`src/rtl/vending_credit_ctrl.sv`:
```
// vending_credit_ctrl: credit balance keeper and product/change dispenser.
// Accepts one-clock coin, select and return pulses; answers with one-clock
// product, change and reject pulses. Change is paid one coin per cycle,
// largest denomination first.
//
// Interface timing: every *_pulse input is a single-cycle strobe sampled on
// the rising edge; there is no back-pressure, so a pulse that cannot be
// honoured (unaffordable select, select/return while paying out) is dropped,
// and a coin that cannot be credited is reported on reject.
module vending_credit_ctrl #(
    parameter int COIN0_VAL = 100,
    parameter int COIN1_VAL = 500,
    parameter int COIN2_VAL = 1000,
    parameter int COIN3_VAL = 5000,
    parameter int PRICE0    = 300,
    parameter int PRICE1    = 700,
    parameter int PRICE2    = 1200,
    parameter int PRICE3    = 2500,
    parameter int MAX_BAL   = 9900,
    parameter int BAL_W     = 16
) (
    input  logic             clk,
    input  logic             reset,
    input  logic [3:0]       moneyin_pulse,
    input  logic [3:0]       select_pulse,
    input  logic             return_pulse,
    output logic [BAL_W-1:0] balance,
    output logic [3:0]       avail,
    output logic [3:0]       product_out,
    output logic [3:0]       change_out,
    output logic             reject,
    output logic             busy
);

    typedef enum logic {
        IDLE   = 1'b0,
        CHANGE = 1'b1
    } state_t;

    localparam logic [BAL_W-1:0] C0  = BAL_W'(COIN0_VAL);
    localparam logic [BAL_W-1:0] C1  = BAL_W'(COIN1_VAL);
    localparam logic [BAL_W-1:0] C2  = BAL_W'(COIN2_VAL);
    localparam logic [BAL_W-1:0] C3  = BAL_W'(COIN3_VAL);
    localparam logic [BAL_W-1:0] P0  = BAL_W'(PRICE0);
    localparam logic [BAL_W-1:0] P1  = BAL_W'(PRICE1);
    localparam logic [BAL_W-1:0] P2  = BAL_W'(PRICE2);
    localparam logic [BAL_W-1:0] P3  = BAL_W'(PRICE3);
    localparam logic [BAL_W:0]   MAX = (BAL_W+1)'(MAX_BAL);

    state_t           state_q, state_d;
    logic [BAL_W-1:0] balance_q, balance_d;
    logic [3:0]       product_q, product_d;
    logic [3:0]       change_q, change_d;
    logic             reject_q, reject_d;

    // Decoded coin / select / payout-choice signals
    logic [BAL_W-1:0] coin_val;
    logic             coin_any;
    logic             coin_extra;
    logic             coin_fit;
    logic [BAL_W:0]   coin_sum;
    logic [BAL_W-1:0] credit_total;
    logic [BAL_W-1:0] price;
    logic [3:0]       sel_onehot;
    logic             sel_ok;
    logic [BAL_W-1:0] pay_val;
    logic [3:0]       pay_onehot;

    // Lowest-index coin wins; any higher coin in the same pulse is extra
    always_comb begin
        coin_val   = '0;
        coin_extra = 1'b0;
        coin_any   = |moneyin_pulse;
        if (moneyin_pulse[0]) begin
            coin_val   = C0;
            coin_extra = |moneyin_pulse[3:1];
        end else if (moneyin_pulse[1]) begin
            coin_val   = C1;
            coin_extra = |moneyin_pulse[3:2];
        end else if (moneyin_pulse[2]) begin
            coin_val   = C2;
            coin_extra = moneyin_pulse[3];
        end else if (moneyin_pulse[3]) begin
            coin_val   = C3;
        end
        coin_sum     = {1'b0, balance_q} + {1'b0, coin_val};
        coin_fit     = coin_any && (coin_sum <= MAX);
        credit_total = coin_fit ? coin_sum[BAL_W-1:0] : balance_q;
    end

    // Lowest-index select wins; affordability uses the pre-edge balance only
    always_comb begin
        price      = '0;
        sel_onehot = 4'b0000;
        if (select_pulse[0]) begin
            price      = P0;
            sel_onehot = 4'b0001;
        end else if (select_pulse[1]) begin
            price      = P1;
            sel_onehot = 4'b0010;
        end else if (select_pulse[2]) begin
            price      = P2;
            sel_onehot = 4'b0100;
        end else if (select_pulse[3]) begin
            price      = P3;
            sel_onehot = 4'b1000;
        end
        sel_ok = (|select_pulse) && (balance_q >= price);
    end

    // Largest coin not exceeding the balance; balance is a multiple of C0
    always_comb begin
        pay_val    = '0;
        pay_onehot = 4'b0000;
        if (balance_q >= C3) begin
            pay_val    = C3;
            pay_onehot = 4'b1000;
        end else if (balance_q >= C2) begin
            pay_val    = C2;
            pay_onehot = 4'b0100;
        end else if (balance_q >= C1) begin
            pay_val    = C1;
            pay_onehot = 4'b0010;
        end else if (balance_q >= C0) begin
            pay_val    = C0;
            pay_onehot = 4'b0001;
        end
    end

    // Next-state and next-output logic for the IDLE/CHANGE controller
    always_comb begin
        state_d   = state_q;
        balance_d = balance_q;
        product_d = 4'b0000;
        change_d  = 4'b0000;
        reject_d  = 1'b0;
        case (state_q)
            IDLE: begin
                reject_d  = coin_extra || (coin_any && !coin_fit);
                balance_d = credit_total;
                if (return_pulse) begin
                    // Same-cycle select is dropped; accepted coin is refunded
                    if (credit_total != '0) begin
                        state_d = CHANGE;
                    end
                end else if (sel_ok) begin
                    product_d = sel_onehot;
                    balance_d = credit_total - price;
                end
            end
            CHANGE: begin
                reject_d  = coin_any;
                change_d  = pay_onehot;
                balance_d = balance_q - pay_val;
                if (balance_q == pay_val) begin
                    state_d = IDLE;
                end
            end
            default: begin
                state_d = IDLE;
            end
        endcase
    end

    // State and registered outputs; reset also abandons any payout
    always_ff @(posedge clk or posedge reset) begin
        if (reset) begin
            state_q   <= IDLE;
            balance_q <= '0;
            product_q <= 4'b0000;
            change_q  <= 4'b0000;
            reject_q  <= 1'b0;
        end else begin
            state_q   <= state_d;
            balance_q <= balance_d;
            product_q <= product_d;
            change_q  <= change_d;
            reject_q  <= reject_d;
        end
    end

    assign balance     = balance_q;
    assign product_out = product_q;
    assign change_out  = change_q;
    assign reject      = reject_q;
    assign busy        = (state_q != IDLE);
    assign avail       = (state_q == IDLE) ?
                         {balance_q >= P3, balance_q >= P2,
                          balance_q >= P1, balance_q >= P0} : 4'b0000;

endmodule

```
`config.mk`:
```
export PLATFORM = sky130hd
export DESIGN_NAME = vending_credit_ctrl
export DESIGN_NICKNAME = d
export VERILOG_FILES = /design/src/rtl/vending_credit_ctrl.sv
export SDC_FILE = /design/constraint.sdc
export NUM_CORES = 1
export LEC_CHECK = 0
export CORE_MARGIN = 5
export CORE_UTILIZATION = 45
export DETAILED_ROUTE_END_ITERATION = 12
export PLACE_DENSITY = 0.63
export SLEW_MARGIN = 40
export SYNTH_ARGS = -nofsm -noshare
export SYNTH_HDL_FRONTEND = slang
export SYNTH_SLANG_ARGS = --single-unit
```
`constraint.sdc`:
```
create_clock -name clk -period 7 [get_ports clk]
set_input_delay 1.75 -clock clk [delete_from_list [all_inputs] [get_ports clk]]
set_output_delay 1.75 -clock clk [all_outputs]
set_load 0.05 [all_outputs]
```
==> qor.txt, run 1 <==
run status: complete, no violations
register bit total from synthesis: 24
Post-Syn Instances: 463
Clock Pin Slew Worst Setup and Hold Paths: 0.08 ns
Critical Path End: balance[14]$_DFF_PP0_
crit path from: moneyin_pulse[0]
worst reg2reg path depth: 25
IO Count: 41
Final Cell Area: 0.00453 mm^2
largest net degree at the start of global routing: 36
CTS tree: done
CP delay by family, top: compound AO/OA/AOI/OAI gates
CP most frequent cell: buf_4
clock tree buffer depth: 2
Ant. Diodes: 0
Die Wd: 98.6 um
Synth Cell Area: 0.00353 mm^2
share of layout cells above drive strength 1: 18.7%
Sink Count: 24
initial drt markers: 259
FF-to-FF Start: balance[3]$_DFF_PP0_
Overflow after GRT: 0
Final HPWL DP: 9290 um
PortBufs: 38
Worst slew margin: 44.4%
FILL cells: 754
highest-count cells in the layout ignoring fill and taps: buf_4 (58), nand2_1 (36), a21oi_1 (36)
CP Class: input port to register
final count of pins violating max slew: 0
Synth Flop Type: dfrtp_1
CP endpoint kind: register
CP Launch Type: input port
GRT Total Usage: 24.4%
Clk Latency, worst-skew pair: 0.27 ns
worst reg2reg path endpoint: balance[14]$_DFF_PP0_
worst-path cell with the longest stage delay: fa_1
die area: 0.00972 mm^2
worst-margin pin slew: 0.834 ns
drt pass-1 iters: 5
syn_area_per_cell: 7.63 um^2
pre-CTS setup slack: -0.354 ns
Post-Route WL: 11,900 um
CP Buf/Inv Count: 4
WL/cell: 18.6 um
std cell rows: 32
vias in the first global route: 3,864
worst stage delay on the critical path: 0.42 ns
library cells used by synthesis: 68
clock skew: 0.00815 ns
routability cong.: 0.977
first-pass GRT wire length: 19,500 um
PD cells: 555 mW/mm^2
Vias/cell: 5.98
CORE AREA: 0.00769 mm^2
Setup WS post-layout: 0.166 ns
FF-to-FF setup slack: 1.39 ns
number of max-cap violations: 0
placed cell areas: 0.00439 mm^2
fmax: 146 MHz
Hold Crit Class: register to register
Ys Warns: 0
EDFF count, synth: 0
Crit path arrival time: 6.98 ns
Num CTS Buffers: 3
post-route antenna net violation count: 0
Leak: 1.97 nW
H-tree Lvls: 1
die span in y: 98.6 um
Clock Tree Root: clkbuf_8
Residual DRC: 0
Layout area overhead: 28.1%
antenna violations before repair: 0
VDD IR max: 0.326 mV
crit share post-route: 97.6%
via count: 3,818
asr flop ratio synth: 100%
Crit path depth: 26
Final Hold Fails: 0
critical path required time: 7.15 ns
most common cell after layout, fill and taps aside: buf_4
hold_buf cts: 0
Final #Nets: 585
share of the yosys chip area belonging to registers: 17.0%
worst-path maximum fanout: 6
initial core utilization: 46.0%
Final setup viols: 0
Tmin final: 6.83 ns
[logic make-up after synthesis]
group                    share of synthesized area, %
multiplexers                                     4.32
adder cells (fa/ha/maj)                          13.7
flip-flops                                       17.0
AO/OA/AOI/OAI                                    27.1
XOR/XNOR                                         7.65
buffers and inverters                            6.98
other                                           0.106
AND/OR/NAND/NOR                                  23.1
[metal layers]
metal	track usage [%]	routed length, um	up-vias
met4	9.87	469	0
met1	31.6	4900	1788
met3	1.42	660	35
met2	42.3	5830	160
li1	-	-	1835
met5	0	0	-
[what timing repair did]
item                       in CTS  in global routing
pin swaps                       1                  7
setup endpoints to repair       5                  8
gates resized for setup         5                 13
buffers inserted                0                  1
[state kept, by name (all words and copies together) (netlist names)]
signal / cells
reject: 1
change_out: 4
busy: 1
balance: 14
product_out: 4
[cell usage after synthesis, types with 12 or more instances]
cell / instances / share of area (%)
dfrtp_1: 24 / 17
clkbuf_1: 18 / 1.9
nand3_1: 13 / 1.8
nor2b_1: 13 / 2.3
xnor2_1: 17 / 4.2
a21oi_1: 40 / 5.7
o21ai_0: 24 / 3.4
nor2_1: 31 / 3.3
inv_1: 32 / 3.4
nor3_1: 16 / 2.3
mux2i_1: 13 / 3.7
ha_1: 34 / 12
xor2_1: 12 / 3.0
nand2_1: 36 / 3.8
[area by class of cell]
type | count | area (um^2) | share of cell area (%)
clock buffer | 3 | 41.3 | 0.912
tap | 102 | 128 | 2.82
sequential | 24 | 601 | 13.3
timing repair buffer | 96 | 820 | 18.1
multi-input combinational | 381 | 2820 | 62.2
inverter | 32 | 120 | 2.65
[report_power, final]
part           internal (mW)  switching [mW]  leakage, nW
registers              0.188           0.191        0.286
clock network         0.0385          0.0426       0.0216
logic                  0.936            1.12         1.67
[worst min-delay path, stage by stage, from the launching register on]
cell,delay [ns]
dfrtp_1,0.47
inv_1,0.14
xnor2_1,0.08
[metrics by stage]
stage	power [mW]	std cells	utilization (%)	hold WS (ns)	setup TNS [ns]
final	2.51	638	58.9	0.726	0
after global routing	2.72	638	58.9	0.743	-0.359
after CTS	2.43	637	57.8	0.718	0
after detailed placement	2.32	634	57.1	0.709	-1.91
after global placement	2.29	634	57.0	0.685	-1.22
after floorplan	1.65	464	-	0.852	0
[worst min path at each step]
stage / startpoint / endpoint / slack (ns) / cells past startpoint
3_5_place_dp: balance[15]$_DFF_PP0_ / balance[15]$_DFF_PP0_ / 0.71 / 2
2_1_floorplan: balance[15]$_DFF_PP0_ / balance[15]$_DFF_PP0_ / 0.85 / 2
5_1_grt: balance[15]$_DFF_PP0_ / balance[15]$_DFF_PP0_ / 0.74 / 2
3_3_place_gp: balance[15]$_DFF_PP0_ / balance[15]$_DFF_PP0_ / 0.69 / 2
6_report: balance[15]$_DFF_PP0_ / balance[15]$_DFF_PP0_ / 0.73 / 2
4_1_cts: balance[14]$_DFF_PP0_ / balance[14]$_DFF_PP0_ / 0.72 / 1
Power figures use the tool's default switching activity.
==> run 2: changes to the inputs <==
--- a/config.mk
+++ b/config.mk
@@ -9,6 +9,7 @@
 export CORE_UTILIZATION = 45
 export DETAILED_ROUTE_END_ITERATION = 12
 export PLACE_DENSITY = 0.63
+export SKIP_LAST_GASP = 1
 export SLEW_MARGIN = 40
 export SYNTH_ARGS = -nofsm -noshare
 export SYNTH_HDL_FRONTEND = slang
==> results of run 2 <==
The final DEF is identical to that of run 1; final timing and power are the same.
